### src/rtl/wb_sdram_arbiter_pkg.sv
// Shared definitions for the two-master Wishbone SDRAM arbiter.
// Holds the arbiter state encoding, the Wishbone CTI/BTE tag constants and a
// helper that sizes the watchdog counter.
package wb_sdram_arbiter_pkg;

  typedef enum logic [1:0] {
    ST_IDLE = 2'd0,
    ST_GNT0 = 2'd1,
    ST_GNT1 = 2'd2,
    ST_TOUT = 2'd3
  } arb_state_t;

  // Cycle type identifiers
  localparam logic [2:0] CTI_CLASSIC = 3'b000;
  localparam logic [2:0] CTI_CONST   = 3'b001;
  localparam logic [2:0] CTI_INCR    = 3'b010;
  localparam logic [2:0] CTI_EOB     = 3'b111;

  // Burst type extensions
  localparam logic [1:0] BTE_LINEAR  = 2'b00;
  localparam logic [1:0] BTE_WRAP4   = 2'b01;
  localparam logic [1:0] BTE_WRAP8   = 2'b10;
  localparam logic [1:0] BTE_WRAP16  = 2'b11;

  // Watchdog counter width: enough bits to hold limit-1, never less than one.
  function automatic int cnt_width(input int limit);
    return (limit <= 2) ? 1 : $clog2(limit);
  endfunction

endpackage

### src/rtl/wb_watchdog.sv
// Stall watchdog for a Wishbone slave port.
//   clk, rst : clock and asynchronous active-high reset
//   count    : a stalled strobe cycle is in progress
//   clear    : restart the count (termination seen or ownership changing)
//   expire   : combinational; high in the stalled cycle whose count equals LIMIT-1
// The counter saturates at LIMIT-1 so it can never wrap.
module wb_watchdog
  import wb_sdram_arbiter_pkg::*;
#(
  parameter int LIMIT = 1024
) (
  input  logic clk,
  input  logic rst,
  input  logic count,
  input  logic clear,
  output logic expire
);

  localparam int CW = cnt_width(LIMIT);
  localparam logic [CW-1:0] LAST = CW'(LIMIT - 1);

  logic [CW-1:0] cnt;

  assign expire = count && (cnt == LAST);

  always_ff @(posedge clk or posedge rst) begin
    if (rst) begin
      cnt <= '0;
    end else if (clear) begin
      cnt <= '0;
    end else if (count && (cnt != LAST)) begin
      cnt <= cnt + 1'b1;
    end
  end

endmodule

### src/rtl/wb_sdram_arbiter.sv
// Two-master Wishbone arbiter in front of a single SDRAM controller port.
//   wb_clk_i, wb_rst_i : clock, asynchronous active-high reset
//   m0_*, m1_*         : Wishbone master ports (adr/dat/sel/we/cyc/stb/cti/bte in,
//                        dat/ack/err out)
//   s_*                : forwarded request to the SDRAM controller, dat/ack/err back
//   grant_o            : one-hot current owner (01 = m0, 10 = m1, 00 = none)
//
// state   | meaning
// --------+--------------------------------------------------------------
// IDLE    | no owner; pick a requester, round-robin when both request
// GNT0    | m0 owns the slave until it drops cyc
// GNT1    | m1 owns the slave until it drops cyc
// TOUT    | owner's access timed out; slave gated off until owner drops cyc
module wb_sdram_arbiter
  import wb_sdram_arbiter_pkg::*;
#(
  parameter int AW      = 32,
  parameter int DW      = 32,
  parameter int TIMEOUT = 1024
) (
  input  logic            wb_clk_i,
  input  logic            wb_rst_i,
  input  logic [AW-1:0]   m0_adr_i,
  input  logic [DW-1:0]   m0_dat_i,
  input  logic [DW/8-1:0] m0_sel_i,
  input  logic            m0_we_i,
  input  logic            m0_cyc_i,
  input  logic            m0_stb_i,
  input  logic [2:0]      m0_cti_i,
  input  logic [1:0]      m0_bte_i,
  output logic [DW-1:0]   m0_dat_o,
  output logic            m0_ack_o,
  output logic            m0_err_o,
  input  logic [AW-1:0]   m1_adr_i,
  input  logic [DW-1:0]   m1_dat_i,
  input  logic [DW/8-1:0] m1_sel_i,
  input  logic            m1_we_i,
  input  logic            m1_cyc_i,
  input  logic            m1_stb_i,
  input  logic [2:0]      m1_cti_i,
  input  logic [1:0]      m1_bte_i,
  output logic [DW-1:0]   m1_dat_o,
  output logic            m1_ack_o,
  output logic            m1_err_o,
  output logic [AW-1:0]   s_adr_o,
  output logic [DW-1:0]   s_dat_o,
  output logic [DW/8-1:0] s_sel_o,
  output logic            s_we_o,
  output logic            s_cyc_o,
  output logic            s_stb_o,
  output logic [2:0]      s_cti_o,
  output logic [1:0]      s_bte_o,
  input  logic [DW-1:0]   s_dat_i,
  input  logic            s_ack_i,
  input  logic            s_err_i,
  output logic [1:0]      grant_o
);

  // Reset asserts at once but is released only after two clock edges, so the
  // FSM never leaves reset on a partial clock.
  logic [1:0] rst_sync;
  logic       rst_int;

  always_ff @(posedge wb_clk_i or posedge wb_rst_i) begin
    if (wb_rst_i) begin
      rst_sync <= 2'b11;
    end else begin
      rst_sync <= {rst_sync[0], 1'b0};
    end
  end

  assign rst_int = rst_sync[1];

  arb_state_t state;
  logic       last_m1;   // owner of the most recent grant; also the TOUT owner
  logic [1:0] grant_q;

  logic own0, own1, owned, own_cyc, stall, expire;

  assign own0    = (state == ST_GNT0);
  assign own1    = (state == ST_GNT1);
  assign owned   = own0 || own1;
  assign own_cyc = own1 ? m1_cyc_i : m0_cyc_i;

  assign s_adr_o = own1 ? m1_adr_i : m0_adr_i;
  assign s_dat_o = own1 ? m1_dat_i : m0_dat_i;
  assign s_sel_o = own1 ? m1_sel_i : m0_sel_i;
  assign s_we_o  = own1 ? m1_we_i  : m0_we_i;
  assign s_cti_o = own1 ? m1_cti_i : m0_cti_i;
  assign s_bte_o = own1 ? m1_bte_i : m0_bte_i;
  assign s_cyc_o = owned && own_cyc;
  assign s_stb_o = owned && (own1 ? m1_stb_i : m0_stb_i);

  assign stall = s_cyc_o && s_stb_o && !s_ack_i && !s_err_i;

  // Any non-stalled cycle (idle, termination, owner release) restarts the
  // count; the expiring cycle also clears it since the FSM moves to TOUT.
  wb_watchdog #(.LIMIT(TIMEOUT)) u_watchdog (
    .clk    (wb_clk_i),
    .rst    (rst_int),
    .count  (stall),
    .clear  (!stall || expire),
    .expire (expire)
  );

  assign m0_dat_o = s_dat_i;
  assign m1_dat_o = s_dat_i;
  assign m0_ack_o = own0 && s_ack_i;
  assign m1_ack_o = own1 && s_ack_i;
  assign m0_err_o = own0 && (s_err_i || expire);
  assign m1_err_o = own1 && (s_err_i || expire);
  assign grant_o  = grant_q;

  always_ff @(posedge wb_clk_i or posedge rst_int) begin
    if (rst_int) begin
      state   <= ST_IDLE;
      last_m1 <= 1'b1;
      grant_q <= 2'b00;
    end else begin
      case (state)
        ST_IDLE: begin
          if (m0_cyc_i && (!m1_cyc_i || last_m1)) begin
            state   <= ST_GNT0;
            last_m1 <= 1'b0;
            grant_q <= 2'b01;
          end else if (m1_cyc_i) begin
            state   <= ST_GNT1;
            last_m1 <= 1'b1;
            grant_q <= 2'b10;
          end
        end
        ST_GNT0, ST_GNT1: begin
          if (!own_cyc) begin
            state   <= ST_IDLE;
            grant_q <= 2'b00;
          end else if (expire) begin
            state   <= ST_TOUT;
            grant_q <= 2'b00;
          end
        end
        ST_TOUT: begin
          if (!(last_m1 ? m1_cyc_i : m0_cyc_i)) begin
            state <= ST_IDLE;
          end
        end
        default: begin
          state   <= ST_IDLE;
          grant_q <= 2'b00;
        end
      endcase
    end
  end

endmodule

### config.mk
export PLATFORM = sky130hd
export DESIGN_NAME = wb_sdram_arbiter
export DESIGN_NICKNAME = d
export VERILOG_FILES = /design/src/rtl/wb_sdram_arbiter_pkg.sv /design/src/rtl/wb_watchdog.sv /design/src/rtl/wb_sdram_arbiter.sv
export SDC_FILE = /design/constraint.sdc
export NUM_CORES = 1
export LEC_CHECK = 0
export CORE_AREA = 2 2 130 132
export CTS_CLUSTER_SIZE = 28
export DETAILED_ROUTE_END_ITERATION = 7
export DIE_AREA = 0 0 132 134
export GPL_ROUTABILITY_DRIVEN = 1
export GPL_TIMING_DRIVEN = 0
export PLACE_DENSITY = 0.54
export SYNTH_ARGS = -nofsm -noshare
export SYNTH_HDL_FRONTEND = slang
export SYNTH_SLANG_ARGS = --single-unit
export TNS_END_PERCENT = 1
### constraint.sdc
create_clock -name wb_clk_i -period 2 [get_ports wb_clk_i]
set_input_delay 0.3 -clock wb_clk_i [delete_from_list [all_inputs] [get_ports wb_clk_i]]
set_output_delay 0.3 -clock wb_clk_i [all_outputs]
set_load 0.05 [all_outputs]
==> results.txt, run 1 <==
----------------------------------------------------
[Worst setup path]
  Worst path required time ... 1.70 ns
  Critical-path cell list ... inv_2 -> ha_4 -> buf_12 -> buf_12 -> clkbuf_16 -> mux2_2 -> buf_6
  Top cell by count, worst path ... sky130_fd_sc_hd__buf_12
  Cell family with the largest share of critical-path delay ... buffers and inverters
  Critical register-to-register path endpoint ... grant_o[0]$_DFFE_PP0P_
  Internal reg-to-reg setup slack ... 0.08 ns
  Worst Reg-to-Reg Cells ... 7
  Worst reg2reg startpoint ... state[1]$_DFFE_PP0P_
  Critical Path Source Type ... flop
  Combined buffer and inverter count along the critical path ... 5
  Largest stage delay, worst path ... 0.39 ns
  Crit Path Max Fanout ... 7
  Endpoint type of the worst setup path ... output pin
  Endpoint arrival time on the critical path ... 1.80 ns
  Classification of the worst setup path ... reg2out
  Slowest library cell on the worst path ... sky130_fd_sc_hd__dfrtp_1

[GRT]
  Number of antenna violations at the first check in global routing ... 0
  Global router's overall resource usage ... 13.01%
  Vias in the first global route ... 3094
  Aggregate global routing overflow ... 0
  Wire length of the first global-routing pass ... 18370 um
  Pin count of the biggest net entering global routing ... 16

[Power and ir drop]
  Power density normalized to cell area ... 1132 nW/um^2
  Leak pwr ... 2.485 nW
  Total power after layout ... 6.694 mW
  Maximum resistive drop on vdd ... 687.6 uV

[Placed design]
  Instance area after placement ... 5707 um^2
  Pre-CTS WS ... -0.8493 ns
  Final HPWL DP ... 10630 um
  Weighted congestion reported at the end of routability-driven placement ... 0.9334
  Port buffer count ... 301

[STA]
  Setup Viol. Count Final ... 75
  Final worst path period share ... 104.8%
  Fin Clk Skew ... 0.001088 ns
  Number of max-slew violations in the final report ... 0
  Total count of hold-check failures in the final report ... 0
  Max Clk Rate ... 477.1 MHz
  Worst Slack Setup Final ... -0.09585 ns
  RSZ-0062 raised after global routing ... yes
  Post-layout minimum cycle time ... 2.096 ns
  Max_slew headroom ... 58.50%
  Final-layout setup total negative slack ... -4.092 ns
  Worst slew pin tran ... 0.6218 ns

[Finish]
  # diodes ... 0
  Final design instance area without fill ... 5912 um^2
  Layout Area Growth over Synthesis ... 153.1%
  Highest-count cells in the layout ignoring fill and taps ... sky130_fd_sc_hd__clkdlybuf4s50_1, sky130_fd_sc_hd__buf_4, sky130_fd_sc_hd__mux2_2, sky130_fd_sc_hd__buf_6, sky130_fd_sc_hd__buf_2
  Fraction of final layout cells sized beyond drive strength 1 ... 46.24%
  Layout Nets ... 753
  Most frequent standard cell in the layout excluding fill and tap cells ... sky130_fd_sc_hd__clkdlybuf4s50_1

[Flow run]
  Max-capacitance violation count ... 0

[Logic synthesis]
  Yosys warning total ... 0
  Average instance area after synthesis ... 9.496 um^2
  Seq/Total Area, Yosys ... 18.37%
  Nets in the synthesized netlist ... 440
  Seq cells post-synth ... 17
  Most used DFF post-synth ... sky130_fd_sc_hd__dfrtp_1
  Async SR Flop Fraction ... 100.0%
  Instance count of the mapped netlist ... 246
  Number of synthesized flops with an enable pin ... 0
  Mapped cell area ... 2336 um^2
  Number of distinct library cell variants in the gate-level netlist after synthesis ... 36

[Clocking]
  TritonCTS clock tree ... done
  Number of levels the H-tree was split into ... 1
  Clock buffer count from CTS ... 3
  Maximum clock path buffer count ... 2
  Clk slew on worst S/H paths ... 0.05 ns
  Clk Latency, worst-skew pair ... 0.24 ns
  Root buf cell ... sky130_fd_sc_hd__clkbuf_16
  Clock tree sinks ... 17
  Number of buffers added to fix hold violations after cts ... 0

[Floorplanning]
  Width of the die ... 132 um
  CORE AREA ... 16290 um^2
  I/O pin count ... 334
  Die area ... 17690 um^2
  Rows ... 47
  Initial Util ... 14.34%
  Chip Height ... 134 um

[Detailed routing]
  Number of antenna-violating nets in the routed design ... 0
  Violation count after the first detailed-route iteration ... 55
  Total number of vias ... 2910
  Routed wirelength normalized by instance count ... 16.09 um
  Final routed DRC violation total ... 0
  Length of the first detailed-routing pass in iterations ... 4
  Wire length reported by the detailed router ... 12520 um
  Avg Vias per Cell ... 3.740

[Hold path]
  Class of the tightest hold or removal check ... reg2async

[Outcome]
  Outcome ... finished, violations left
  Violations in the final reports ... setup timing

----------------------------------------------------
-- synth_stat cells (5+ instances only) --
master	n	share of area [%]
sky130_fd_sc_hd__xnor2_1	5	1.9
sky130_fd_sc_hd__buf_2	9	1.9
sky130_fd_sc_hd__ha_1	6	3.2
sky130_fd_sc_hd__dfrtp_1	14	15
sky130_fd_sc_hd__nor2_1	14	2.2
sky130_fd_sc_hd__nand2_1	6	0.96
sky130_fd_sc_hd__nand3_1	5	1.1
sky130_fd_sc_hd__mux2_2	75	36
sky130_fd_sc_hd__inv_1	8	1.3
sky130_fd_sc_hd__buf_4	65	21
-- timing repair --
| action | 4_1_cts | 5_1_grt |
|---|---|---|
| endpoints found under the setup margin | 80 | 80 |
| gates cloned | 1 | 1 |
| resized for setup | 523 | 7 |
| pin swaps | 2 | 2 |
| hold endpoints to repair | 0 | 0 |
| setup buffers | 4 | 1 |
-- state kept, by name, summed over array words and instances, names as in the netlist --
name / cells
grant_o: 2
last_m1: 1
rst_sync: 2
u_watchdog.cnt: 10
state: 2
-- kinds of logic (layout without fill, tap and decap cells) --
family / count (synthesis) / count (layout) / synth area share, %
DFF: 17 / 17 / 18.37
xor gates and xnor gates: 7 / 7 / 2.625
AOI/OAI and AO/OA: 13 / 13 / 3.696
muxes: 77 / 77 / 37.23
buffers and inverters: 82 / 394 / 24.10
adders and majority gates: 6 / 6 / 3.214
other: 1 / 1 / 0.1605
and+or+nand+nor: 43 / 43 / 10.61
-- worst max-delay path by stage --
| stage | cells after the start | endpoint | slack [ns] | start |
|---|---|---|---|---|
| after floorplan | 7 | m0_err_o | -0.08 | state[0]$_DFFE_PP0P_ |
| after global placement | 7 | s_dat_o[30] | -0.84 | state[0]$_DFFE_PP0P_ |
| after detailed placement | 7 | s_dat_o[1] | -0.85 | state[0]$_DFFE_PP0P_ |
| after CTS | 7 | s_dat_o[3] | -0.11 | state[0]$_DFFE_PP0P_ |
| after global routing | 7 | s_dat_o[17] | -0.15 | state[0]$_DFFE_PP0P_ |
| final | 7 | s_dat_o[15] | -0.1 | state[0]$_DFFE_PP0P_ |
-- area by class of cell --
cell class / count / area [um^2]
Tap cell: 220 / 275.3
Multi-Input combinational cell: 147 / 1454
Fill cell: 1647 / 10380
Inverter: 8 / 30.03
Sequential cell: 17 / 429.2
Timing Repair Buffer: 308 / 3020
Buffer: 74 / 623.1
Clock buffer: 3 / 75.07
Clock inverter: 1 / 5.005
-- metrics by stage --
step / utilization [%] / hold WS, ns / std cells
4_1_cts: 35.95 / 0.3394 / 776
3_3_place_gp: 35.03 / 0.3359 / 767
6_report: 36.29 / 0.3270 / 778
2_1_floorplan: - / 0.2115 / 246
3_5_place_dp: 35.03 / 0.3325 / 767
5_1_grt: 36.29 / 0.3629 / 778
-- metal layers --
metal	vias up	wire, um	track usage (%)
li1	1410	-	-
met1	1332	4775	15.27
met2	148	6545	23.64
met3	20	938	3.212
met4	0	260	3.321
met5	-	0	0
-- power by group --
| group | internal [mW] | switching, mW | leakage (nW) |
|---|---|---|---|
| registers | 0.403 | 0.0441 | 0.222 |
| clock network | 0.267 | 0.127 | 0.0409 |
| logic | 2.46 | 3.39 | 2.22 |
Power figures use the tool's default switching activity.
==> inputs of run 2 (changes only) <==
--- a/config.mk
+++ b/config.mk
@@ -11,6 +11,7 @@
 export DIE_AREA = 0 0 132 134
 export GPL_ROUTABILITY_DRIVEN = 1
 export GPL_TIMING_DRIVEN = 0
+export MAX_ROUTING_LAYER = met4
 export PLACE_DENSITY = 0.54
 export SYNTH_ARGS = -nofsm -noshare
 export SYNTH_HDL_FRONTEND = slang
==> run 2 against run 1 <==
Effect of this change: the run still ends with setup timing left; utilization did not move; via count about the same; fmax hardly changed; combinational power about the same; cell count is the same; critical path type unchanged; critical endpoint unchanged; largest cell class unchanged; highest routed layer unchanged.
==> results.txt, run 2 (same netlist as run 1, synthesis figures left out) <==
----------------------------------------------------
[Finish]
  Layout Nets ... 753 (unchanged)
  Highest-count cells in the layout ignoring fill and taps ... sky130_fd_sc_hd__clkdlybuf4s50_1, sky130_fd_sc_hd__buf_4, sky130_fd_sc_hd__mux2_2, sky130_fd_sc_hd__buf_6, sky130_fd_sc_hd__buf_2 (unchanged)
  Max reg flops ... 10 (unchanged)
  # diodes ... 0 (unchanged)
  Layout filler cell count ... 1647 (unchanged)
  Layout Area Growth over Synthesis ... 153.1% (unchanged)
  Multi-input logic area ... 1454 um^2 (unchanged)
  Fraction of final layout cells sized beyond drive strength 1 ... 46.24% (unchanged)
  Area taken by flip-flops and latches ... 429.2 um^2 (unchanged)
  Largest Register ... u_watchdog.cnt (unchanged)
  Most frequent standard cell in the layout excluding fill and tap cells ... sky130_fd_sc_hd__clkdlybuf4s50_1 (unchanged)

[Detailed routing]
  Length of the first detailed-routing pass in iterations ... 4 (unchanged)
  Violation count after the first detailed-route iteration ... 61 (was 55)
  Total number of vias ... 2912 (was 2910)
  Routed wirelength normalized by instance count ... 16.07 um (was 16.09 um)
  Avg Vias per Cell ... 3.743 (was 3.740)
  Wire length reported by the detailed router ... 12500 um (was 12520 um)
  Final routed DRC violation total ... 0 (unchanged)
  Number of antenna-violating nets in the routed design ... 0 (unchanged)

[GRT]
  Aggregate global routing overflow ... 0 (unchanged)
  Pin count of the biggest net entering global routing ... 16 (unchanged)
  Number of antenna violations at the first check in global routing ... 0 (unchanged)
  Vias in the first global route ... 3089 (was 3094)
  Wire length of the first global-routing pass ... 18310 um (was 18370 um)
  Global router's overall resource usage ... 13.39% (was 13.01%)

[Worst setup path]
  Endpoint arrival time on the critical path ... 1.80 ns (about the same)
  Internal reg-to-reg setup slack ... 0.08 ns (about the same)
  Endpoint type of the worst setup path ... output pin (unchanged)
  Classification of the worst setup path ... reg2out (unchanged)
  Critical Path Source Type ... flop (unchanged)
  Crit Path Max Fanout ... 7 (unchanged)
  Worst path required time ... 1.70 ns (about the same)

[Floorplanning]
  Die area ... 17690 um^2 (unchanged)
  Initial Util ... 14.34% (unchanged)
  I/O pin count ... 334 (unchanged)
  CORE AREA ... 16290 um^2 (unchanged)
  Chip Height ... 134 um (unchanged)
  Rows ... 47 (unchanged)
  Width of the die ... 132 um (unchanged)

[STA]
  RSZ-0062 raised after global routing ... yes (unchanged)
  Max Clk Rate ... 477.3 MHz (was 477.1 MHz)
  Max_slew headroom ... 59.65% (was 58.50%)
  Worst slew pin tran ... 0.6045 ns (was 0.6218 ns)
  Worst Slack Setup Final ... -0.09532 ns (was -0.09585 ns)
  Total count of hold-check failures in the final report ... 0 (unchanged)
  Post-layout minimum cycle time ... 2.095 ns (was 2.096 ns)
  Fin Clk Skew ... 0.001053 ns (was 0.001088 ns)
  Number of max-slew violations in the final report ... 0 (unchanged)
  Final-layout setup total negative slack ... -4.041 ns (was -4.092 ns)
  Final worst path period share ... 104.8% (about the same)
  Setup Viol. Count Final ... 75 (unchanged)

[Clocking]
  Clock buffer count from CTS ... 3 (unchanged)
  Root buf cell ... sky130_fd_sc_hd__clkbuf_16 (unchanged)
  Number of buffers added to fix hold violations after cts ... 0 (unchanged)
  Clock tree sinks ... 17 (unchanged)
  Clk slew on worst S/H paths ... 0.05 ns (about the same)
  Clk Latency, worst-skew pair ... 0.24 ns (about the same)
  Number of levels the H-tree was split into ... 1 (unchanged)
  Maximum clock path buffer count ... 2 (unchanged)
  TritonCTS clock tree ... done (unchanged)

[Power and ir drop]
  Maximum resistive drop on vdd ... 693.3 uV (was 687.6 uV)
  Power density normalized to cell area ... 1132 nW/um^2 (about the same)
  Leak pwr ... 2.485 nW (unchanged)

[Flow run]
  Max-capacitance violation count ... 0 (unchanged)

[Placed design]
  Weighted congestion reported at the end of routability-driven placement ... 0.9500 (was 0.9334)
  Pre-CTS WS ... -0.8493 ns (unchanged)
  Final HPWL DP ... 10630 um (unchanged)
  Port buffer count ... 301 (unchanged)

[Outcome]
  Outcome ... finished, violations left (unchanged)
  Violations in the final reports ... setup timing (unchanged)

[Hold path]
  Class of the tightest hold or removal check ... reg2async (unchanged)

----------------------------------------------------
[run 2: cell counts in the layout (fill, tap and decap cells not counted)]
No cell type changed its count.
[run 2: report_power, final]
part           total (mW)  internal, mW  switching (mW)
registers           0.447         0.403          0.0435
clock network       0.394         0.267           0.127
logic                5.85          2.46            3.39
total                6.69          3.13            3.56
[run 2: repair_timing]
action                                 in CTS  in global routing
setup endpoints to repair                  80                 80
endpoints found under the hold margin       0                  0
cloned                                      1                  1
resized for setup                         523                  7
pin swaps                                   2                  2
setup buffers                               4                  1
[run 2: path summary, 6_finish.rpt]
check / from / end / cells after the start
max: state[0]$_DFFE_PP0P_ / s_dat_o[15] / 7
min: rst_sync[1]$_DFF_PP1_ / u_watchdog.cnt[0]$_DFFE_PP0P_ / 1
max reg2reg: state[1]$_DFFE_PP0P_ / grant_o[0]$_DFFE_PP0P_ / 7
min reg2reg: rst_sync[1]$_DFF_PP1_ / u_watchdog.cnt[0]$_DFFE_PP0P_ / 1
max in group asynchronous: rst_sync[1]$_DFF_PP1_ / u_watchdog.cnt[5]$_DFFE_PP0P_ / 1
min in group wb_clk_i: rst_sync[0]$_DFF_PP1_ / rst_sync[1]$_DFF_PP1_ / 0
[run 2: critical path, cell delays in order, from the launching register on]
cell and delay [ns]:
sky130_fd_sc_hd__dfrtp_1 0.39, sky130_fd_sc_hd__inv_2 0.08, sky130_fd_sc_hd__ha_4 0.13, sky130_fd_sc_hd__buf_12 0.14
sky130_fd_sc_hd__buf_12 0.15, sky130_fd_sc_hd__clkbuf_16 0.15, sky130_fd_sc_hd__mux2_2 0.35, sky130_fd_sc_hd__buf_6 0.16
[run 2: per-layer routing]
metal	track usage (%)	share of wire, %
met5	-	0
met4	3.321	2.1
met3	3.023	7.2
met2	23.67	53
met1	15.36	38
[run 2: through the flow]
step	instance area (um^2)	utilization (%)	hold slack [ns]	instances	total power [mW]
2_1_floorplan	2419	-	0.2115	246	4.154
3_3_place_gp	5707	35.03	0.3359	767	5.905
3_5_place_dp	5707	35.03	0.3325	767	5.923
4_1_cts	5856	35.95	0.3394	776	6.648
5_1_grt	5912	36.29	0.3629	778	6.971
6_report	5912	36.29	0.3195	778	6.693
[run 2: final cells by class]
class	instances	share of cell area (%)
flip-flops and latches	17	7.259
well taps	220	4.656
multi-input cells	147	24.59
repair buffers	308	51.09
plain buffers	74	10.54
clock inverters	1	0.08466
inverters	8	0.5079
clock buffers	3	1.270
